===== src/rtl/fetch_sequencer.sv =====
// fetch_sequencer: owns the program counter, issues one ROM read at a time,
// captures the registered ROM word and hands it to decode over valid/ready.
// Jumps and halts from decode are taken only in HALT or at a HOLD handshake.
module fetch_sequencer #(
  parameter int s_addr = 6,
  parameter int s_word = 16
) (
  input  logic              clk,
  input  logic              rst,
  input  logic              run,
  input  logic              halt_req,
  input  logic              jump_valid,
  input  logic [s_addr-1:0] jump_addr,
  output logic [s_addr-1:0] mem_address,
  output logic              mem_enable,
  input  logic [s_word-1:0] mem_data,
  output logic [s_word-1:0] instr,
  output logic [s_addr-1:0] instr_pc,
  output logic              instr_valid,
  input  logic              instr_ready,
  output logic [s_addr-1:0] pc,
  output logic              halted
);

  typedef enum logic [1:0] {
    ST_HALT    = 2'd0,
    ST_ISSUE   = 2'd1,
    ST_CAPTURE = 2'd2,
    ST_HOLD    = 2'd3
  } state_t;

  state_t            r_state;
  state_t            w_next;
  logic              w_handshake;
  logic              w_mem_enable;
  logic [s_addr-1:0] r_pc;
  logic [s_word-1:0] r_instr;
  logic [s_addr-1:0] r_instr_pc;
  logic              r_instr_valid;
  logic              r_halted;

  assign w_handshake = (r_state == ST_HOLD) && instr_ready;

  // State register: reset always returns to HALT.
  always_ff @(posedge clk) begin
    if (rst) begin
      r_state <= ST_HALT;
    end else begin
      r_state <= w_next;
    end
  end

  // Next-state logic: run leaves HALT unless halt_req arrives with it;
  // ISSUE and CAPTURE advance unconditionally.
  always_comb begin
    w_next = r_state;
    case (r_state)
      ST_HALT:    if (run && !halt_req) w_next = ST_ISSUE;
      ST_ISSUE:   w_next = ST_CAPTURE;
      ST_CAPTURE: w_next = ST_HOLD;
      ST_HOLD:    if (instr_ready) w_next = halt_req ? ST_HALT : ST_ISSUE;
      default:    w_next = ST_HALT;
    endcase
  end

  // Output decode: the ROM is enabled only while a read is being issued.
  always_comb begin
    w_mem_enable = 1'b0;
    if (r_state == ST_ISSUE) w_mem_enable = 1'b1;
  end

  // Datapath: PC update, instruction capture and the registered status flags.
  // The PC is incremented at capture so a handshake jump simply overrides it.
  always_ff @(posedge clk) begin
    if (rst) begin
      r_pc          <= '0;
      r_instr       <= '0;
      r_instr_pc    <= '0;
      r_instr_valid <= 1'b0;
      r_halted      <= 1'b1;
    end else begin
      r_halted <= (w_next == ST_HALT);
      case (r_state)
        ST_HALT: begin
          if (jump_valid) r_pc <= jump_addr;
        end
        ST_CAPTURE: begin
          r_instr       <= mem_data;
          r_instr_pc    <= r_pc;
          r_instr_valid <= 1'b1;
          r_pc          <= r_pc + 1'b1;
        end
        ST_HOLD: begin
          if (w_handshake) begin
            r_instr_valid <= 1'b0;
            if (jump_valid) r_pc <= jump_addr;
          end
        end
        default: begin
        end
      endcase
    end
  end

  assign mem_address = r_pc;
  assign mem_enable  = w_mem_enable;
  assign pc          = r_pc;
  assign instr       = r_instr;
  assign instr_pc    = r_instr_pc;
  assign instr_valid = r_instr_valid;
  assign halted      = r_halted;

endmodule


===== config.mk =====
export PLATFORM = sky130hd
export DESIGN_NAME = fetch_sequencer
export DESIGN_NICKNAME = d
export VERILOG_FILES = /design/src/rtl/fetch_sequencer.sv
export SDC_FILE = /design/constraint.sdc
export NUM_CORES = 1
export LEC_CHECK = 0
export CORE_MARGIN = 4
export CORE_UTILIZATION = 43
export DETAILED_ROUTE_END_ITERATION = 12
export PLACE_DENSITY = 0.9
export SLEW_MARGIN = 10
export SYNTH_ARGS = -nofsm -noshare
export SYNTH_HDL_FRONTEND = slang
export SYNTH_SLANG_ARGS = --single-unit

===== constraint.sdc =====
create_clock -name clk -period 2.87 [get_ports clk]
set_input_delay 0.7175 -clock clk [delete_from_list [all_inputs] [get_ports clk]]
set_output_delay 0.7175 -clock clk [all_outputs]
set_load 0.02 [all_outputs]

# Yosys cells after proc, flatten, opt, wreduce, memory -nomap -nowiden
# Index checks and enable logic that the tools add are counted.
[op_classes]
n_mux = 10
n_addsub = 1
div = 0
bitwise = 0
magnitude_cmp = 0
reduce_logical = 9
n_eq_ne = 4
shift = 0
mul = 0
[ops]
columns = ["op", "n"]
rows = [
  ["$pmux 6 s3", 1],
  ["$mux 6", 2],
  ["$pmux 2 s4", 1],
  ["$add 6x1->6 const B", 1],
  ["$eq 2x2->1 const B", 2],
  ["$logic_not 2->1", 2],
  ["$mux 2", 2],
  ["$reduce_and 2->1", 2],
  ["$mux 1", 3],
  ["$reduce_bool 3->1", 1],
  ["$eq 2x1->1 const B", 1],
  ["$logic_and 1x1->1", 2],
  ["$ne 2x2->1 const B", 1],
  ["$pmux 1 s2", 1],
  ["$reduce_bool 2->1", 1],
  ["$logic_not 1->1", 1],
]
[totals]
input_bits = 28
memories = 0
rom_bits = 0
latch_bits = 0
ff_bits = 32
word_cells = 30
ram_bits = 0

# Depth between registers and ports, before layout
# Gate-level depths: netlist of the first run.
[depth]
ltp_word = 5
depth_mapped = 6

# Worst setup path before layout of the first run
# No wires, ideal clock.
[synth_path]
kind = "flip-flop to output port"
startpoint = "register r_state[0]"
endpoint = "output mem_enable"
path_slack_ns = 1.350
arrival_time_ns = 0.803
path_stages_with_launch = 3
required_time_ns = 2.152
path_buffers = 1
cell_sequence = "dfxtp_1 buf_2 nor2b_1"
[synth_via]
elab_chain_cells = 2
[synth_lines]
columns = ["element", "line", "text"]
rows = [
  ["start: declaration", "32", "state_t r_state;"],
  ["start signal: assignment", "49", "r_state <= w_next;"],
  ["$eq 2x1->1", "69", "if (r_state == ST_ISSUE) w_mem_enable = 1'b1;"],
  ["$mux 1", "69", ""],
  ["end: declaration", "15", "output logic mem_enable,"],
]
# No other way between the ends.

# Worst setup path in the final report of the first run
# Same ends and word-level chain as after synthesis.

==> results.md, run 1 <==
- Status: finished, final reports clean
- Post-Synth Adder-Cell Area: 0.00914
- Synth Flop Type: dfxtp_1
- Congestion Overflow GR: 0
- Static leakage: ~0.00074 uW
- Vias in the first global route: between 1000 and 1500
- Largest family of logic cells by synthesized area: simple AND/OR/NAND/NOR gates
- CP Class: reg -> out
- I/O pin cnt: 65
- Starting Density: 0.448
- Worst path arrival time: around 1.6 ns
- Max-cap viol count: 0
- Worst Path Max Fanout: 11
- Worst Skew: a little over 0.005 ns
- Routed WL: 3510 um
- RSZ-0062 raised after global routing: false
- Final worst path period need: around 2.4 ns
- Synth Area in XOR/XNOR: 0
- I/O Buffers: 64
- Area growth, synth to finish: 52.2%
- Fin crit share: 0.822
- Hpwl dp: roughly 2500 um
- Fraction of registers with async set/reset: 0
- DIE WIDTH: 64.4 um
- Core area: ~3000 sq um
- Total CTS buffers: 5
- CTS tree: done
- Root Driver: clkbuf_4
- Initial antenna violation count: 0
- Ys Warns: 0
- #FFs+latches synth: 32
- Rows: 20
- DR vias/cell: between 5 and 6
- PostCTS Resize Cnt: 0
- Syn_nets: between 200 and 250
- Origin of the worst setup path: r_state[0]$_SDFF_PP0_
- First-pass detailed-route iteration total: 4
- R2R Path Start: r_state[1]$_SDFF_PP0_
- Most common cell after layout, fill and taps aside: clkdlybuf4s50_1
- # hold bufs at CTS: 0
- Count of pins over their slew limit: 0
- Placer Congestion: approximately 0.84
- Nets: ~260
- Final hold vios: 0
- Setup TNS Final: 0 ns
- Clock latency on the worst-skew pair: 0.34 ns
- Area of the die: ~4100 sq um
- # clock sinks: 32
- WL/cell: between 10 and 15 um
- CP startpoint kind: flip-flop
- Post-CTS setup buffer count: 0
- Worst-Margin Slew: just over 0.8 ns
- Synthesized area: between 1000 and 1500 sq um
- Post-route DRC: 0
- Clock transition at path regs: roughly 0.10 ns
- Synth area leaders: dfxtp_1, nand2_1, a21oi_1
- Register area share after synthesis: 0.468
- Largest net degree at the start of global routing: 32
- Post-synth EDFFs: 0
- Ant diodes: 0
- Crit path capture type: output port
- Post-synthesis mux area share: 0
- Die Y: ~64 um
- Largest buffer count on any clock path: 2
- Power Dens Cells: slightly below 600 nW/um^2
- Hold Path Class: reg -> reg
- VDD IR max: between 300 and 400 uV
- Share of the synthesized area in the top cell type: 0.468
- Achievable Freq: around 420 MHz
- Mean post-synth cell area: 7.96 sq um
- Worst rel slew slack: 0.455
- First-pass GRT wire length: between 5000 and 6000 um
- DP Area: 1990 sq um
- Cell taking the most area after synthesis: dfxtp_1
- Final setup viols: 0
- Synth Instances: ~170
- Compound-Gate Fraction of Synth Area: 0.210
- Simple-Gate Fraction of Synth Area: 0.239
- Most frequent cells in the layout: clkdlybuf4s50_1, nand2_1, dfxtp_1, a21oi_1, clkbuf_4
- HP Start: instr[5]$_SDFFE_PP0P_
- H-Tree Depth: 2
- Post-route design area: ~2100 sq um
- Antenna-violating nets left: 0
- Unique masters post-synth: 32
- 1st-iter DRT viols: 59
- Via count: around 1400
- Critical Path RT: approximately 2.2 ns
- Total track usage: 0.180
- Ratio of cells with drive above 1 in the final layout: 0.0614
## metal layers
metal | share of wire | wire length, um | vias to the layer above | track usage
met4 | 0.012 | 42 | 0 | 0.0792
li1 | - | - | 699 | -
met1 | 0.45 | 1570 | 633 | 0.207
met5 | 0 | 0 | - | 0
met3 | 0.087 | 306 | 6 | 0.0659
met2 | 0.45 | 1590 | 64 | 0.298
## critical path, cell delays in order, from the launching register on
cell and delay [ns]:
dfxtp_1 0.52, nor2b_1 0.18, clkdlybuf4s50_1 0.61
## cell families after synthesis
group                      Yosys count
and+or+nand+nor                     74
buffers and inverters               19
adders and majority gates            1
AOI/OAI and AO/OA                   46
DFF                                 32
## cell usage after synthesis, drive strengths merged, types with 2 or more instances
library cell	number
nand2	51
nor3b	2
o2bb2ai	2
clkbuf	6
a22oi	3
o22ai	2
nor2b	5
o21bai	2
buf	13
o21ai	2
dfxtp	32
and3	3
nand2b	2
a21oi	25
nand3	4
nor2	4
o211ai	2
## where the power goes
part,switching (uW),leakage [uW],internal (uW)
combinational,148,0.000424,153
clock,155,0.0000515,231
sequential,38.5,0.000261,479
## per-stage QoR
step                      power (uW)   util  cells  hold WS [ns]  setup slack, ns
after floorplan                  694      -    172         0.533             1.35
after global placement           824  0.651    264         0.442            0.685
after detailed placement         829  0.651    264         0.447            0.659
after CTS                       1220  0.682    272         0.461            0.479
after global routing            1260  0.682    272         0.489            0.390
final                           1200  0.682    272         0.458            0.511
## sequential cells by signal, summed over array words and instances, names as in the netlist
| register | count |
|---|---|
| instr | 16 |
| instr_pc | 6 |
| halted | 1 |
| instr_valid | 1 |
| mem_address | 6 |
| r_state | 2 |
## area by class of cell
cell class                 instances  area (sq um)
clock buffer                       7          65.1
sequential                        32           641
clock inverter                     1          30.0
timing repair buffer              67           663
tap                               44          55.1
fill                             269           970
multi-input combinational        121           629
## worst paths after layout
| kind | end | slack, ns | cells past startpoint |
|---|---|---|---|
| setup / recovery | mem_enable | 0.51 | 2 |
| hold / removal | instr[5]$_SDFFE_PP0P_ | 0.46 | 2 |
| setup reg to reg | instr[8]$_SDFFE_PP0P_ | 1.04 | 4 |
| hold reg to reg | instr[5]$_SDFFE_PP0P_ | 0.46 | 2 |
(Power assumes the default switching activity.)
==> inputs of run 2 (changes only) <==
--- a/config.mk
+++ b/config.mk
@@ -6,9 +6,9 @@
 export NUM_CORES = 1
 export LEC_CHECK = 0
 export CORE_MARGIN = 4
-export CORE_UTILIZATION = 43
+export CORE_UTILIZATION = 40
 export DETAILED_ROUTE_END_ITERATION = 12
-export PLACE_DENSITY = 0.9
+export PLACE_DENSITY = 0.85
 export SLEW_MARGIN = 10
 export SYNTH_ARGS = -nofsm -noshare
 export SYNTH_HDL_FRONTEND = slang
==> constraint.sdc (replaced) <==
create_clock -name clk -period 2.3 [get_ports clk]
set_input_delay 0.575 -clock clk [delete_from_list [all_inputs] [get_ports clk]]
set_output_delay 0.575 -clock clk [all_outputs]
set_load 0.02 [all_outputs]
==> run 2 against run 1 <==
Net effect:
- largest power group unchanged
- largest cell class unchanged
- register-to-register slack lost 0.39 ns
- first-iteration DRC count shrank 19%
- clock skew decreased by 0.0027 ns
==> results.md, run 2 (same netlist as run 1, synthesis figures left out) <==
- Max-cap viol count: 0 (unchanged)
- Worst rel slew slack: 0.624 (+0.169)
- Fin crit share: 0.924
- Achievable Freq: ~470 MHz
- Clock latency on the worst-skew pair: 0.33 ns (about the same)
- Most common cell after layout, fill and taps aside: clkdlybuf4s50_1
- Count of pins over their slew limit: 0 (unchanged)
- Worst slack, placed: 0.440 ns (-0.219 ns)
- CP startpoint kind: flip-flop
- Status: finished, final reports clean
- I/O Buffers: 64 (unchanged)
- Vias in the first global route: 1311 (-1.1%)
- Final hold vios: 0 (unchanged)
- PnR worst setup slack: 0.175 ns (-0.336 ns)
- Starting Density: 0.434 (-0.0142)
- Post-route DRC: 0 (unchanged)
- Crit path capture type: output port
- # clock sinks: 32 (unchanged)
- Worst-Margin Slew: 0.562 ns (-0.253 ns)
- Core area: 3150 sq um (+3.3%)
- Hpwl dp: 2570 um (+4.6%)
- DR vias/cell: 5.02 (-2.6%)
- RSZ-0062 raised after global routing: false
- Area of the die: 4420 sq um (+6.6%)
- Placer Congestion: 0.833 (-0.99%)
- R2R Path Start: r_state[1]$_SDFF_PP0_
- VDD IR max: 484 uV (+22%)
- First-pass detailed-route iteration total: 4 (unchanged)
- Origin of the worst setup path: r_state[1]$_SDFF_PP0_
- Ratio of cells with drive above 1 in the final layout: 0.0696 (+0.00816)
- Via count: 1376 (-1.9%)
- Most frequent cells in the layout: clkdlybuf4s50_1, nand2_1, dfxtp_1, a21oi_1
- Clock share of power: 0.290 (-0.031)
- Final Hold Slack: 0.457 ns (-0.000451 ns)
- CTS tree: done
- 1st-iter DRT viols: 48 (-19%)
- Worst Path Max Fanout: 15 (+4)
- Ant diodes: 0 (unchanged)
- Die Y: 66.5 um (+3.2%)
- First-pass GRT wire length: 5770 um (+0.49%)
- # hold bufs at CTS: 0 (unchanged)
- Int Pwr: 1020 uW (+18%)
- Final worst path period need: ~2.1 ns
- Antenna-violating nets left: 0 (unchanged)
- Max reg flops: 16 (unchanged)
- Net Sw Frac: 0.295 (+0.0113)
- Worst path arrival time: 1.55 ns (-0.09 ns)
- Total CTS buffers: 5 (unchanged)
- Total Power: 1450 uW (+20%)
- Critical Path RT: 1.73 ns (-0.42 ns)
- Root Driver: clkbuf_4
- DIE WIDTH: 66.5 um (+3.2%)
- DP Area: 2000 sq um (+0.75%)
- CP Class: reg -> out
- Post-CTS setup buffer count: 0 (unchanged)
- Worst Skew: 0.00239 ns (-0.00273 ns)
- Setup TNS Final: 0 ns (unchanged)
- H-Tree Depth: 2 (unchanged)
- PostCTS Resize Cnt: 0 (unchanged)
- Nets: 258 (+0.78%)
- Final setup viols: 0 (unchanged)
- Power Dens Cells: 695 nW/um^2 (+20%)
- Total track usage: 0.173 (-0.00671)
- WL/cell: 13.0 um (+1.0%)
- Comb pwr share: 0.264 (+0.014)
- NetSw: 427 uW (+25%)
- Clock transition at path regs: 0.10 ns (about the same)
- Largest net degree at the start of global routing: 32 (unchanged)
- Sequential share of power: 0.446 (+0.016)
- HP Start: instr[7]$_SDFFE_PP0P_
- Rows: 20 (unchanged)
- Post-route design area: 2080 sq um (-0.12%)
- I/O pin cnt: 65 (unchanged)
- Static leakage: 0.000738 uW (+0.15%)
- Hold Path Class: reg -> reg
- Initial antenna violation count: 0 (unchanged)
- Area growth, synth to finish: 52.0%
- Congestion Overflow GR: 0 (unchanged)
- Routed WL: 3570 um (+1.8%)
- Largest buffer count on any clock path: 2 (unchanged)
[run 2: cell count changes in the layout (fill, tap and decap cells not counted)]
cell      before  now
clkinv_2       0    1
dfxtp_2        0    1
buf_4          3    5
dfxtp_1       32   31
clkbuf_1       0    1
clkbuf_8       2    0
[run 2: path summary, 6_finish.rpt]
kind	end	slack (ns)	cells past startpoint
setup / recovery	mem_enable	0.18	2
setup reg to reg	instr_pc[0]$_SDFFE_PP0P_	0.65	4
hold / removal	instr[7]$_SDFFE_PP0P_	0.46	2
hold reg to reg	instr[7]$_SDFFE_PP0P_	0.46	2
[run 2: cell type report]
class | count | area (sq um)
repair buffers | 69 | 678
clock inverters | 2 | 35.0
fillers | 282 | 1070
clock buffers | 6 | 41.3
well taps | 44 | 55.1
multi-input cells | 121 | 629
flip-flops and latches | 32 | 642
[run 2: critical path, cell delays in order (launching register included)]
cell	delay, ns
dfxtp_1	0.44
nor2b_1	0.16
clkdlybuf4s50_1	0.62
[run 2: through the flow]
| step | util | std cells |
|---|---|---|
| after detailed placement | 0.635 | 266 |
| after CTS | 0.660 | 274 |
| final | 0.660 | 274 |
| after global placement | 0.635 | 266 |
| after floorplan | - | 172 |
| after global routing | 0.660 | 274 |
[run 2: per-layer routing]
layer	vias up	GRT usage	routed length (um)
met5	-	0	0
met4	0	0.0558	62
met3	8	0.0927	408
met2	60	0.274	1540
met1	607	0.199	1570
li1	701	-	-
[run 2: power groups by stage]
stage	logic [uW]	clock network, uW	registers (uW)
2_1_floorplan	177	0	690
3_3_place_gp	378	0	656
3_5_place_dp	383	0	657
4_1_cts	385	430	644
5_1_grt	411	461	655
6_report	382	419	645
